--- src/rtl/rgb_seq_pkg.sv ---
// Shared types and register map for the RGB fade sequencer.
package rgb_seq_pkg;

    localparam int unsigned ADDR_W   = 3;
    localparam int unsigned CFG_W    = 24;
    localparam int unsigned PERIOD_W = 16;

    // Sequencer states
    typedef enum logic [1:0] {
        ST_IDLE = 2'd0,
        ST_FADE = 2'd1,
        ST_HOLD = 2'd2,
        ST_DONE = 2'd3
    } seq_state_t;

    // Register map: keyframes occupy the low addresses
    localparam logic [ADDR_W-1:0] ADDR_PERIOD = 3'd4;
    localparam logic [ADDR_W-1:0] ADDR_CTRL   = 3'd5;

    // Control register bit positions
    localparam int unsigned CTRL_START   = 0;
    localparam int unsigned CTRL_LOOP    = 1;
    localparam int unsigned CTRL_LAST_LO = 2;
    localparam int unsigned CTRL_LAST_HI = 3;
    localparam int unsigned CTRL_STOP    = 4;

    // A programmed period of zero behaves as one cycle per tick
    function automatic logic [PERIOD_W-1:0] eff_period(input logic [PERIOD_W-1:0] p);
        return (p == '0) ? PERIOD_W'(1) : p;
    endfunction

endpackage

--- src/rtl/rgb_seq_tick.sv ---
// Programmable prescaler: one-cycle tick every eff_period(period) cycles.
// The period is sampled only on clear and on each reload, so a new value
// takes effect at the next reload.
module rgb_seq_tick
    import rgb_seq_pkg::*;
(
    input  logic                clk,
    input  logic                reset_n,
    input  logic                clr,
    input  logic [PERIOD_W-1:0] period,
    output logic                tick
);

    logic [PERIOD_W-1:0] cnt;
    logic [PERIOD_W-1:0] cur_period;

    // Count up to the latched period, pulse tick and reload on wrap
    always_ff @(posedge clk or negedge reset_n) begin
        if (!reset_n) begin
            cnt        <= '0;
            cur_period <= PERIOD_W'(1);
            tick       <= 1'b0;
        end else if (clr) begin
            cnt        <= '0;
            cur_period <= eff_period(period);
            tick       <= 1'b0;
        end else if (cnt >= cur_period - PERIOD_W'(1)) begin
            cnt        <= '0;
            cur_period <= eff_period(period);
            tick       <= 1'b1;
        end else begin
            cnt        <= cnt + PERIOD_W'(1);
            tick       <= 1'b0;
        end
    end

endmodule

--- src/rtl/rgb_fade_sequencer.sv ---
// RGB keyframe fade sequencer: passes encoder levels through when idle,
// otherwise ramps the three duty levels between programmed keyframes.
module rgb_fade_sequencer
    import rgb_seq_pkg::*;
#(
    parameter int unsigned WIDTH      = 8,
    parameter int unsigned NUM_KEYS   = 4,
    parameter int unsigned HOLD_TICKS = 64
) (
    input  logic             clk,
    input  logic             reset_n,
    input  logic [WIDTH-1:0] enc_level0,
    input  logic [WIDTH-1:0] enc_level1,
    input  logic [WIDTH-1:0] enc_level2,
    input  logic             cfg_we,
    input  logic [2:0]       cfg_addr,
    input  logic [23:0]      cfg_wdata,
    output logic             cfg_ack,
    output logic [WIDTH-1:0] level0,
    output logic [WIDTH-1:0] level1,
    output logic [WIDTH-1:0] level2,
    output logic             busy,
    output logic             done
);

    localparam int unsigned KW = (NUM_KEYS > 1) ? $clog2(NUM_KEYS) : 1;
    localparam int unsigned HW = $clog2(HOLD_TICKS + 1);

    seq_state_t          state;
    logic [CFG_W-1:0]    keys [NUM_KEYS];
    logic [PERIOD_W-1:0] period;
    logic                loop_q;
    logic [KW-1:0]       last_idx;
    logic [KW-1:0]       key_idx;
    logic [HW-1:0]       hold_cnt;
    logic                tick;

    logic                ctrl_wr_c;
    logic                stop_wr_c;
    logic                start_wr_c;
    logic                key_wr_c;
    logic                hold_end_c;
    logic                tick_clr_c;
    logic                at_target_c;
    logic [CFG_W-1:0]    cur_key_c;
    logic [WIDTH-1:0]    tgt0_c;
    logic [WIDTH-1:0]    tgt1_c;
    logic [WIDTH-1:0]    tgt2_c;

    // Move one code toward the target, never past it
    function automatic logic [WIDTH-1:0] step_toward(input logic [WIDTH-1:0] cur,
                                                     input logic [WIDTH-1:0] tgt);
        logic [WIDTH-1:0] nxt;
        nxt = cur;
        if (cur < tgt) begin
            nxt = cur + WIDTH'(1);
        end else if (cur > tgt) begin
            nxt = cur - WIDTH'(1);
        end
        return nxt;
    endfunction

    // Configuration write decode; stop wins over a simultaneous start
    assign ctrl_wr_c  = cfg_we && (cfg_addr == ADDR_CTRL);
    assign stop_wr_c  = ctrl_wr_c && cfg_wdata[CTRL_STOP];
    assign start_wr_c = ctrl_wr_c && cfg_wdata[CTRL_START] && !cfg_wdata[CTRL_STOP];
    assign key_wr_c   = cfg_we && (cfg_addr < ADDR_PERIOD) && (32'(cfg_addr) < NUM_KEYS);

    // Current target, read live so keyframe rewrites apply on the next compare
    assign cur_key_c   = keys[key_idx];
    assign tgt0_c      = WIDTH'(cur_key_c[23:16]);
    assign tgt1_c      = WIDTH'(cur_key_c[15:8]);
    assign tgt2_c      = WIDTH'(cur_key_c[7:0]);
    assign at_target_c = (level0 == tgt0_c) && (level1 == tgt1_c) && (level2 == tgt2_c);

    // Last tick of the hold interval
    assign hold_end_c = (state == ST_HOLD) && tick && (hold_cnt == HW'(HOLD_TICKS - 1));

    // Prescaler held clear while not sequencing and cleared on every FADE entry
    assign tick_clr_c = !((state == ST_FADE) || (state == ST_HOLD))
                        || start_wr_c || stop_wr_c || hold_end_c;

    rgb_seq_tick u_tick (
        .clk     (clk),
        .reset_n (reset_n),
        .clr     (tick_clr_c),
        .period  (period),
        .tick    (tick)
    );

    // Keyframe/period registers and write acknowledge
    always_ff @(posedge clk or negedge reset_n) begin
        if (!reset_n) begin
            for (int unsigned i = 0; i < NUM_KEYS; i++) begin
                keys[i] <= '0;
            end
            period  <= PERIOD_W'(1);
            cfg_ack <= 1'b0;
        end else begin
            cfg_ack <= cfg_we;
            if (key_wr_c) begin
                keys[cfg_addr[KW-1:0]] <= cfg_wdata;
            end
            if (cfg_we && (cfg_addr == ADDR_PERIOD)) begin
                period <= cfg_wdata[PERIOD_W-1:0];
            end
        end
    end

    // Sequencer FSM with registered levels, busy and done
    always_ff @(posedge clk or negedge reset_n) begin
        if (!reset_n) begin
            state    <= ST_IDLE;
            level0   <= '0;
            level1   <= '0;
            level2   <= '0;
            busy     <= 1'b0;
            done     <= 1'b0;
            loop_q   <= 1'b0;
            last_idx <= '0;
            key_idx  <= '0;
            hold_cnt <= '0;
        end else begin
            done <= 1'b0;
            if (stop_wr_c) begin
                state <= ST_IDLE;
                busy  <= 1'b0;
            end else if (start_wr_c) begin
                state    <= ST_FADE;
                busy     <= 1'b1;
                loop_q   <= cfg_wdata[CTRL_LOOP];
                last_idx <= KW'(cfg_wdata[CTRL_LAST_HI:CTRL_LAST_LO]);
                key_idx  <= '0;
                hold_cnt <= '0;
            end else begin
                case (state)
                    ST_IDLE: begin
                        level0 <= enc_level0;
                        level1 <= enc_level1;
                        level2 <= enc_level2;
                        busy   <= 1'b0;
                    end
                    ST_FADE: begin
                        if (at_target_c) begin
                            state    <= ST_HOLD;
                            hold_cnt <= '0;
                        end else if (tick) begin
                            level0 <= step_toward(level0, tgt0_c);
                            level1 <= step_toward(level1, tgt1_c);
                            level2 <= step_toward(level2, tgt2_c);
                        end
                    end
                    ST_HOLD: begin
                        if (hold_end_c) begin
                            hold_cnt <= '0;
                            if (key_idx < last_idx) begin
                                key_idx <= key_idx + KW'(1);
                                state   <= ST_FADE;
                            end else if (loop_q) begin
                                key_idx <= '0;
                                state   <= ST_FADE;
                            end else begin
                                state <= ST_DONE;
                                busy  <= 1'b0;
                                done  <= 1'b1;
                            end
                        end else if (tick) begin
                            hold_cnt <= hold_cnt + HW'(1);
                        end
                    end
                    ST_DONE: begin
                        state <= ST_IDLE;
                        busy  <= 1'b0;
                    end
                    default: begin
                        state <= ST_IDLE;
                        busy  <= 1'b0;
                    end
                endcase
            end
        end
    end

endmodule
--- config.mk ---
export PLATFORM = sky130hd
export DESIGN_NAME = rgb_fade_sequencer
export DESIGN_NICKNAME = d
export VERILOG_FILES = /design/src/rtl/rgb_seq_pkg.sv /design/src/rtl/rgb_seq_tick.sv /design/src/rtl/rgb_fade_sequencer.sv
export SDC_FILE = /design/constraint.sdc
export NUM_CORES = 1
export LEC_CHECK = 0
export ABC_AREA = 1
export ABC_CLOCK_PERIOD_IN_PS = 5700
export BUFFER_PORTS_ARGS = -buffer_cell sky130_fd_sc_hd__buf_2
export CAP_MARGIN = 20
export CORE_UTILIZATION = 57
export DETAILED_ROUTE_END_ITERATION = 10
export PLACE_DENSITY = 0.86
export SLEW_MARGIN = 20
export SYNTH_ARGS = -nofsm -noshare
export SYNTH_HDL_FRONTEND = slang
export SYNTH_HIERARCHICAL = 1
export SYNTH_SLANG_ARGS = --single-unit
--- constraint.sdc ---
create_clock -name clk -period 5.7 [get_ports clk]
set_clock_uncertainty 0.05 [all_clocks]
set_input_delay 0.285 -clock clk [delete_from_list [all_inputs] [get_ports clk]]
set_output_delay 0.285 -clock clk [all_outputs]
set_load 0.02 [all_outputs]
; After elaboration in Yosys (flattened, before gate mapping)
; Cells that the tools add are included.
[totals]
word_cells = 160
output_inout_bits = 27
ff_bits = 186
[op_classes]
n_bitwise = 4
add_sub_neg = 10
n_eq_ne = 20
order_cmp = 13
muxes = 57
reduce_logical = 37
[ops]
columns = op, n
row1 = bitwise mux 96 bit, 1
row2 = 2-to-1 mux 8 bit, 12
row3 = 2-to-1 mux 16 bit, 5
row4 = 2-to-1 mux 24 bit, 3
row5 = binary-select mux 24 bit (select 2 bit), 1
row6 = demux 24 bit (select 2 bit), 1
row7 = case mux 8 bit (2 select lines), 3
row8 = 2-to-1 mux 7 bit, 4
row9 = adder 8 x 1 -> 8 bit (second input constant), 3
row10 = equality test 8 bit, 3
row11 = greater-than comparator 8 bit, 3
row12 = less-than comparator 8 bit, 3
row13 = subtractor 8 x 1 -> 8 bit (second input constant), 3
row14 = 2-to-1 mux 2 bit, 11
row15 = AND reduction 6 bit, 3
row16 = adder 16 x 1 -> 16 bit (second input constant), 1
row17 = >= comparator 16 bit, 1
row18 = zero test 16 bit, 1
row19 = != test 4 bit (second input constant), 4
row20 = subtractor 16 x 1 -> 16 bit (second input constant), 1
row21 = case mux 7 bit (2 select lines), 1
row22 = 2-to-1 mux 1 bit, 13
row23 = logical AND 1 bit, 12
row24 = AND reduction 4 bit, 3
row25 = other kinds (29), 45

; Longest topological paths before layout
; Gate-level depths: netlist of the first run.
[depth]
word_depth = 11
depth_mapped = 25
depth_no_buf = 22

; Hierarchy
; Netlist of the first run, hierarchy kept.
[by_module_without_submodules]
columns = module, cells_per_inst, instances, seq_area_each_um2, area_each_um2
row1 = rgb_fade_sequencer, 1100, 1, 3829.9, 8589.5
row2 = rgb_seq_tick, 290, 1, 827.0, 2311.0

; Least setup slack after synthesis of the first run
; No wires, ideal clock.
[synth_timing]
kind = register to register
startpoint = register key_idx[0]
endpoint = register level0[7]
path_slack_ps = 2405
arrival_ps = 3129
period_less_slack_ps = 3295
t_required_ps = 5533
path_stages_with_launch = 23
path_cell_list = dfrtp_1 buf_2 inv_2 buf_2 buf_1 nor2_1 o32ai_1 inv_1 ha_1 a21o_1 nor2_1 nand2_1 ha_1 nand2_1 inv_1 nor2_1 o21ai_0 a21oi_1 inv_1 nand2_1 nand3_1 nand2_1 nand2_1
[synth_between]
elab_chain_len = 9
word_cells_on_any_way = 18
classes_between = order compare: 2 / eq/ne: 5 / mux: 7 / bitwise: 1 / reduce/logical: 3
[synth_rtl]
columns = element, line
row1 = "start, declared", rgb_fade_sequencer.sv:34  ; logic [KW-1:0] key_idx;
row2 = "start signal, assigned", rgb_fade_sequencer.sv:157  ; key_idx <= key_idx + KW'(1);
row3 = NOT 2 -> 3 bit (implied by the code) *, rgb_fade_sequencer.sv:70  ; assign cur_key_c = keys[key_idx];
row4 = binary-select mux 24 bit (select 2 bit) *, rgb_fade_sequencer.sv:70
row5 = 2-to-1 mux 24 bit (implied by the code) * (2 in a row), rgb_fade_sequencer.sv:70
row6 = less-than comparator 8 bit or equality test 8 bit (tied branches), "rgb_fade_sequencer.sv:55, rgb_fade_sequencer.sv:74"
row7 = 2-to-1 mux 8 bit or logical AND 1 bit (tied branches), "rgb_fade_sequencer.sv:55, rgb_fade_sequencer.sv:74"
row8 = 2-to-1 mux 8 bit or logical AND 1 bit (tied branches), "rgb_fade_sequencer.sv:147, rgb_fade_sequencer.sv:74"
row9 = 2-to-1 mux 8 bit or != test 2 bit (tied branches), --
row10 = case mux 8 bit (2 select lines) or AND reduction 6 bit (tied branches), --
row11 = "end signal, assigned", rgb_fade_sequencer.sv:138  ; level0 <= enc_level0;
row12 = "end signal, assigned", rgb_fade_sequencer.sv:148  ; level0 <= step_toward(level0, tgt0_c);
row13 = "end, declared", rgb_fade_sequencer.sv:19  ; output logic [WIDTH-1:0] level0,
; Mark *: on every way between the ends. The rest lies on a longest branch, timed or not. The select of a mux whose other input is x is not followed.
; A chain may end at the register's enable or synchronous reset.

; Worst setup path after layout of the first run
[layout_timing]
startpoint = register key_idx[1]
endpoint = register level0[7]
; Same word-level chain as after synthesis.

==> metrics.md, run 1 <==
| Metric | Value |
|---|---|
| Run status | finished, final reports clean |
| Largest net degree at the start of global routing | 78 |
| Setup Buffers After CTS | 0 |
| Critical path arrival | 4370 ps |
| Total grt overflow | 0 |
| Core Rows | 50 |
| Worst Tran Pin Value | 1052 ps |
| Leakage power | 6.157 nW |
| Clock Path Buffers | 2 |
| Total of warnings raised by yosys | 6 |
| Crit Path Max Fanout | 34 |
| Number of max-cap violations | 0 |
| Antenna violations before repair | 0 |
| CTS buffer count | 17 |
| Final setup margin | 1613 ps |
| Worst Path Class, Setup | reg2reg |
| GP Congestion | 0.8851 |
| TritonCTS clock tree | yes |
| Post-CTS sizing | 0 |
| Hold Path Depth | 3 |
| Pre-CTS setup slack | 1683 ps |
| Core ar. | 0.01871 mm^2 |
| CP dominant cell by count | nand2_1 |
| CP startpoint | key_idx[1] |
| Root Buffer | clkbuf_16 |
| GRT Resource Usage Total | 27.49% |
| Die Width | 140.3 um |
| Rel. slew slack | 29.41% |
| Crit. End Element | register |
| Largest family of logic cells by synthesized area | simple AND/OR/NAND/NOR gates |
| Synth Flop Type | dfrtp_1 |
| Layout area overhead | 9.928% |
| Die Span Y | 140.3 um |
| Final period utilization | 71.70% |
| Crit path required time | 5980 ps |
| Max VDD drop | 0.0002669 V |
| Buf+Inv Stages, Crit Path | 4 |
| Cell taking the most area after synthesis | dfrtp_1 |
| Fmax | 244.7 MHz |
| Post-Syn Instances | 1390 |
| Vias per cell | 5.636 |
| Final min period | 4087 ps |
| Hold-fix buffers at CTS | 2 |
| Clock transition at path regs | 70 ps |
| Synth Area in Simple Gates | 27.04% |
| Synth top cells by count | nand2_1 (383), dfrtp_1 (184), o21ai_0 (162), nor2_1 (133), inv_1 (123) |
| Via count | 9525 |
| Compound-Gate Fraction of Synth Area | 11.97% |
| ANT nets after route | 0 |
| Vias in the first global route | 8801 |
| Reg2reg path depth | 19 |
| Worst hold path type | in2reg |
| Multiplexer area fraction after synthesis | 0% |
| ANT cells | 0 |
| RSZ-0062 raised after global routing | false |
| #FFs+latches synth | 186 |
| Reg2reg start | key_idx[1] |
| Critical path cell sequence | buf_4 -> o21ai_0 -> o32ai_1 -> inv_1 -> ha_1 -> a21o_1 -> nor2_1 -> nand2_1 -> ha_1 -> nand2_1 -> inv_1 -> nor2_1 -> o21ai_0 -> a21oi_1 -> inv_1 -> nand2_1 -> nand3_1 -> nand2_1 -> nand2_1 |
| Most common cell in the netlist | nand2_1 |
| Final setup fails | 0 |
| CP peak stage delay | 1020 ps |
| Synth Area in Adders | 8.471% |
| Finished Layout Cells | 1690 |
| Buffers on Ports | 80 |
| Ports | 81 |
| CTS HTree Levels | 4 |
| Clk_lat worst skew | 440 ps |
| Worst r2r dst | level0[7] |
| Synth Area in XOR/XNOR | 2.732% |
| 1st-iter DRT viols | 768 |
| Wirelength per Cell | 15.15 um |
| Global-route wire length before repair | 43030 um |
| WHS | 90.66 ps |
| EDFF count, synth | 0 |
| Setup TNS | 0 ps |
| Average cell area after synthesis | 7.842 um^2 |
| DRT Wirelength | 25610 um |
| Top post-synthesis cells by area | dfrtp_1 (42%), nand2_1 (13%), ha_1 (7.9%), o21ai_0 (7.4%), nor2_1 (4.6%) |
| Util after Layout | 64.06% |
| PwrDens | 551.2 mW/mm^2 |
| Final hold vios | 0 |
| Async SR Flop Fraction | 100.0% |
| Synth Cell Area | 0.01090 mm^2 |
| Effective utilization at floorplan | 58.27% |
| Residual DRC | 0 |
| DPL Wire Length | 17450 um |
| Worst path top cell family by delay | flip-flops |
| Final Slew Violations | 0 |
| Worst R2R Setup Slack | 1610 ps |
| Syn Nets | 1516 |
| Sequential-to-total area share from yosys stat | 42.72% |
| Hold Startpoint | cfg_wdata[18] |
| Synth unique cells | 43 |
| Layout Nets | 1569 |
| Full die area | 0.01968 mm^2 |
| Yosys top cell area share | 42.24% |
| Sink Count | 186 |
| Startpoint types | register |
| Worst hold path endpoint | keys[66] |
| First drt pass iteration count | 5 |
| Fraction of layout cells with a size suffix above 1 | 11.74% |
| Cell Count Post-Placement | 1656 |
| Slowest stage cell, crit path | dfrtp_1 |
-- layer usage --
| layer | vias to the layer above | part of all wire (%) | GRT usage (%) |
|---|---|---|---|
| li1 | 4661 | - | - |
| met1 | 4544 | 46 | 38.16 |
| met2 | 285 | 47 | 43.97 |
| met3 | 35 | 5.5 | 4.308 |
| met4 | 0 | 2.0 | 9.543 |
| met5 | - | 0 | 0 |
-- logic make-up (layout without fill, tap and decap cells) --
group                    count (synthesis)  after routing
AND/OR/NAND/NOR                        675            675
buffers and inverters                  188            254
flip-flops                             186            186
XOR/XNOR                                34             34
AO/OA/AOI/OAI                          235            235
adder cells (fa/ha/maj)                 72             72
-- report_power, final --
group	total [W]	internal (W)	leakage [nW]	switching, W
combinational	0.00347	0.00129	3.52	0.00218
clock	0.00114	0.000637	0.269	0.000507
sequential	0.00199	0.00164	2.36	0.000351
total	0.00660	0.00357	6.16	0.00303
-- layout by cell type, fill, tap and decap left out, drive strengths merged, types with 2 or more instances in the layout --
cell type    netlist  final
nand2            394    394
dfrtp            184    184
o21ai            174    174
nor2             148    148
inv              131    132
buf               20     88
nand3             73     73
ha                69     69
nand4             34     34
a21oi             26     26
o32ai             24     24
clkbuf            36     22
xor2              21     21
nor3              14     14
xnor2             13     13
nor4               5      5
clkinv             1      5
a21o               4      4
nand3b             4      4
clkinvlp           0      4
a31oi              3      3
fa                 3      3
o21bai             3      3
or2                3      3
dlygate4sd3        0      2
dfstp              2      2
-- worst register-to-register path, delay by kind of cell (launching register included) --
family                     cells  cell delay [ps]
adders and majority gates      2              740
buffers and inverters          4              540
and+or+nand+nor                8              940
DFF                            1             1020
AOI/OAI and AO/OA              5              710
-- state kept, by name, summed over array words and instances, names as in the netlist --
signal / flops
busy: 1
cfg_ack: 1
done: 1
hold_cnt: 7
key_idx: 2
keys: 96
last_idx: 2
level0: 8
level1: 8
level2: 8
loop_q: 1
period: 16
state: 2
u_tick/cnt: 16
u_tick/cur_period: 16
u_tick/tick: 1
-- cell type report --
cell class / instances / area [um^2]
clock inverters: 10 / 92.59
well taps: 234 / 292.8
repair buffers: 90 / 486.7
clock buffers: 22 / 474.2
multi-input cells: 1016 / 5479
fillers: 1567 / 6723
flip-flops and latches: 186 / 4657
inverters: 132 / 500.5
-- worst max path at each step --
stage	end	slack, ps	cells past startpoint
2_1_floorplan	level0[7]	2400	22
3_3_place_gp	level2[7]	1800	18
3_5_place_dp	level0[7]	1680	22
4_1_cts	level0[7]	1680	22
5_1_grt	level0[7]	1120	22
6_report	level0[7]	1610	19
-- metrics by stage --
step	total power, W	area, um^2
after global routing	0.007197	11980
final	0.006604	11980
after floorplan	0.004643	10900
after detailed placement	0.005402	11390
after global placement	0.005264	11390
after CTS	0.006577	11980
Power figures use the tool's default switching activity.
==> run 2: changes to the inputs <==
Settings changed: ABC_CLOCK_PERIOD_IN_PS 5700 to 3820.
Clock period 5.7 ns to 3.82 ns, I/O delays scaled along.
==> metrics.md, run 2 (synthesis gave the netlist of run 1 again) <==
| Metric | Value |
|---|---|
| Run status | finished, final reports clean |
| 1st-iter DRT viols | 722 (-6.0%) |
| Wirelength per Cell | 15.39 um (+1.5%) |
| PwrDens | 831.1 mW/mm^2 (+51%) |
| CTS HTree Levels | 4 (unchanged) |
| CP startpoint | key_idx[0] |
| Full die area | 0.01968 mm^2 (unchanged) |
| Antenna violations before repair | 0 (unchanged) |
| Largest net degree at the start of global routing | 85 (+9.0%) |
| WHS | 8.840 ps (-81.82 ps) |
| GP Congestion | 0.9187 (+3.8%) |
| Die Width | 140.3 um (unchanged) |
| Worst Setup EP | level0[7] |
| Slowest stage cell, crit path | ha_1 |
| Via count | 9534 (+0.094%) |
| Commonest non-fill, non-tap cell in the layout | nand2_1 |
| Clk_lat worst skew | 440 ps (about the same) |
| Final Slew Violations | 0 (unchanged) |
| Number of max-cap violations | 0 (unchanged) |
| Worst Tran Pin Value | 885.8 ps (-166.6 ps) |
| Buffers on Ports | 80 (unchanged) |
| Worst hold path type | in2reg |
| Layout Nets | 1578 (+0.57%) |
| Worst r2r dst | level0[7] |
| ANT nets after route | 0 (unchanged) |
| Setup TNS | 0 ps (unchanged) |
| Largest register FFs | 96 (unchanged) |
| Setup Buffers After CTS | 0 (unchanged) |
| Residual DRC | 0 (unchanged) |
| Startpoint types | register |
| Final hold vios | 0 (unchanged) |
| TritonCTS clock tree | yes |
| Crit path required time | 4110 ps (-1870 ps) |
| DPL Wire Length | 17950 um (+2.8%) |
| Clock Path Buffers | 2 (unchanged) |
| Vias in the first global route | 8976 (+2.0%) |
| GRT Resource Usage Total | 27.85% (+0.37 points) |
| Vias per cell | 5.612 (-0.44%) |
| Core Rows | 50 (unchanged) |
| Pre-CTS setup slack | 367.1 ps (-1316 ps) |
| Fill cells | 1514 (-3.4%) |
| Post-DP Area | 0.01150 mm^2 (+0.92%) |
| Worst Path Class, Setup | reg2reg |
| Crit. End Element | register |
| RSZ-0062 raised after global routing | false |
| Root Buffer | clkbuf_16 |
| M1 wire length | 11670 um (-0.69%) |
| First drt pass iteration count | 6 (+1) |
| CP dominant cell by count | nand2_1 |
| Pwr Total | 0.01009 W (+53%) |
| Final setup fails | 0 (unchanged) |
| Ports | 81 (unchanged) |
| Hold Path Depth | 3 (unchanged) |
| Total grt overflow | 0 (unchanged) |
| CP peak stage delay | 440 ps (-580 ps) |
| Final period utilization | 91.76% (+20 points) |
| DR WL met3 | 1586 um (+13%) |
| Layout area overhead | 11.35% |
| Critical path arrival | 3790 ps (-580 ps) |
| Sink Count | 186 (unchanged) |
| Fraction of layout cells with a size suffix above 1 | 12.42% (+0.68 points) |
| Clock transition at path regs | 70 ps (about the same) |
| Post-route design area | 0.01214 mm^2 (+1.3%) |
| CTS buffer count | 17 (unchanged) |
| Effective utilization at floorplan | 58.27% (unchanged) |
| Final min period | 3505 ps (-581.8 ps) |
| Highest routed layer | met4 |
| Worst R2R Setup Slack | 310 ps (-1300 ps) |
| Most frequent cells in the layout | nand2_1 (382), dfrtp_1 (184), o21ai_0 (162) |
| Global-route wire length before repair | 43660 um (+1.5%) |
| Critical path cell sequence | buf_4 -> nor2_1 -> o32ai_1 -> inv_1 -> ha_1 -> a21o_1 -> nor2_1 -> nand2_1 -> ha_1 -> nand2_1 -> inv_1 -> nor2_1 -> o21ai_0 -> a21oi_1 -> inv_1 -> nand2_1 -> nand3_1 -> nand2_1 -> nand2_1 |
| Crit Path Max Fanout | 33 (-2.9%) |
| ANT cells | 0 (unchanged) |
| Reg2reg start | key_idx[0] |
| DR WL met2 | 12350 um (+3.4%) |
| DRT Wirelength | 26140 um (+2.1%) |
| Die Span Y | 140.3 um (unchanged) |
| Final setup margin | 314.6 ps (-1298 ps) |
| Reg2reg path depth | 19 (unchanged) |
| Fmax | 285.3 MHz (+17%) |
| Max VDD drop | 0.0003979 V (+49%) |
| Core ar. | 0.01871 mm^2 (unchanged) |
| Leakage power | 6.243 nW (+1.4%) |
| Reg with most FFs | keys |
| Rel. slew slack | 40.76% (+11 points) |
-- run 2: cell type report --
class / instances / area (um^2) / share of cell area [%]
Timing Repair Buffer: 99 / 591.8 / 4.876
Multi-Input combinational cell: 1016 / 5489 / 45.22
Tap cell: 234 / 292.8 / 2.412
Clock inverter: 12 / 160.2 / 1.319
Sequential cell: 186 / 4657 / 38.37
Clock buffer: 20 / 446.7 / 3.680
Inverter: 132 / 500.5 / 4.123
-- run 2: worst min-delay path by stage --
stage / to / slack [ps] / startpoint
2_1_floorplan: busy / -150 / reset_n
3_3_place_gp: level0[6] / 150 / reset_n
3_5_place_dp: level0[6] / 160 / reset_n
4_1_cts: keys[70] / 2 / cfg_wdata[22]
5_1_grt: keys[89] / 30 / cfg_wdata[17]
6_report: keys[70] / 9 / cfg_wdata[22]
-- run 2: metrics by stage --
step | std cells | utilization [%]
floorplan | 1390 | -
global placement | 1665 | 61.46
detailed placement | 1665 | 61.46
CTS | 1699 | 64.81
global route | 1699 | 64.89
finish | 1699 | 64.89
-- run 2: where the power goes --
part	internal, W	switching, W	total [W]	leakage, nW
sequential	0.00245	0.000511	0.00296	2.36
clock	0.00106	0.000786	0.00184	0.296
combinational	0.00200	0.00329	0.00529	3.58
total	0.00551	0.00458	0.0101	6.24
-- run 2: repair_timing --
action | CTS | global route
gates resized for setup | 0 | 2
hold buffers | 2 | 0
endpoints found under the setup margin | 0 | 4
hold endpoints to repair | 61 | 0
-- run 2: metal layers --
layer  track usage, %  vias up
met4            9.254        0
met2            45.13      332
met5                0        -
li1                 -     4675
met1            38.46     4477
met3            4.137       50
-- run 2: critical path: cells and delay by family (launching register included) --
kind	cells	cell delay, ps
adders and majority gates	2	740
AOI/OAI and AO/OA	4	720
buffers and inverters	4	530
DFF	1	400
and+or+nand+nor	9	980
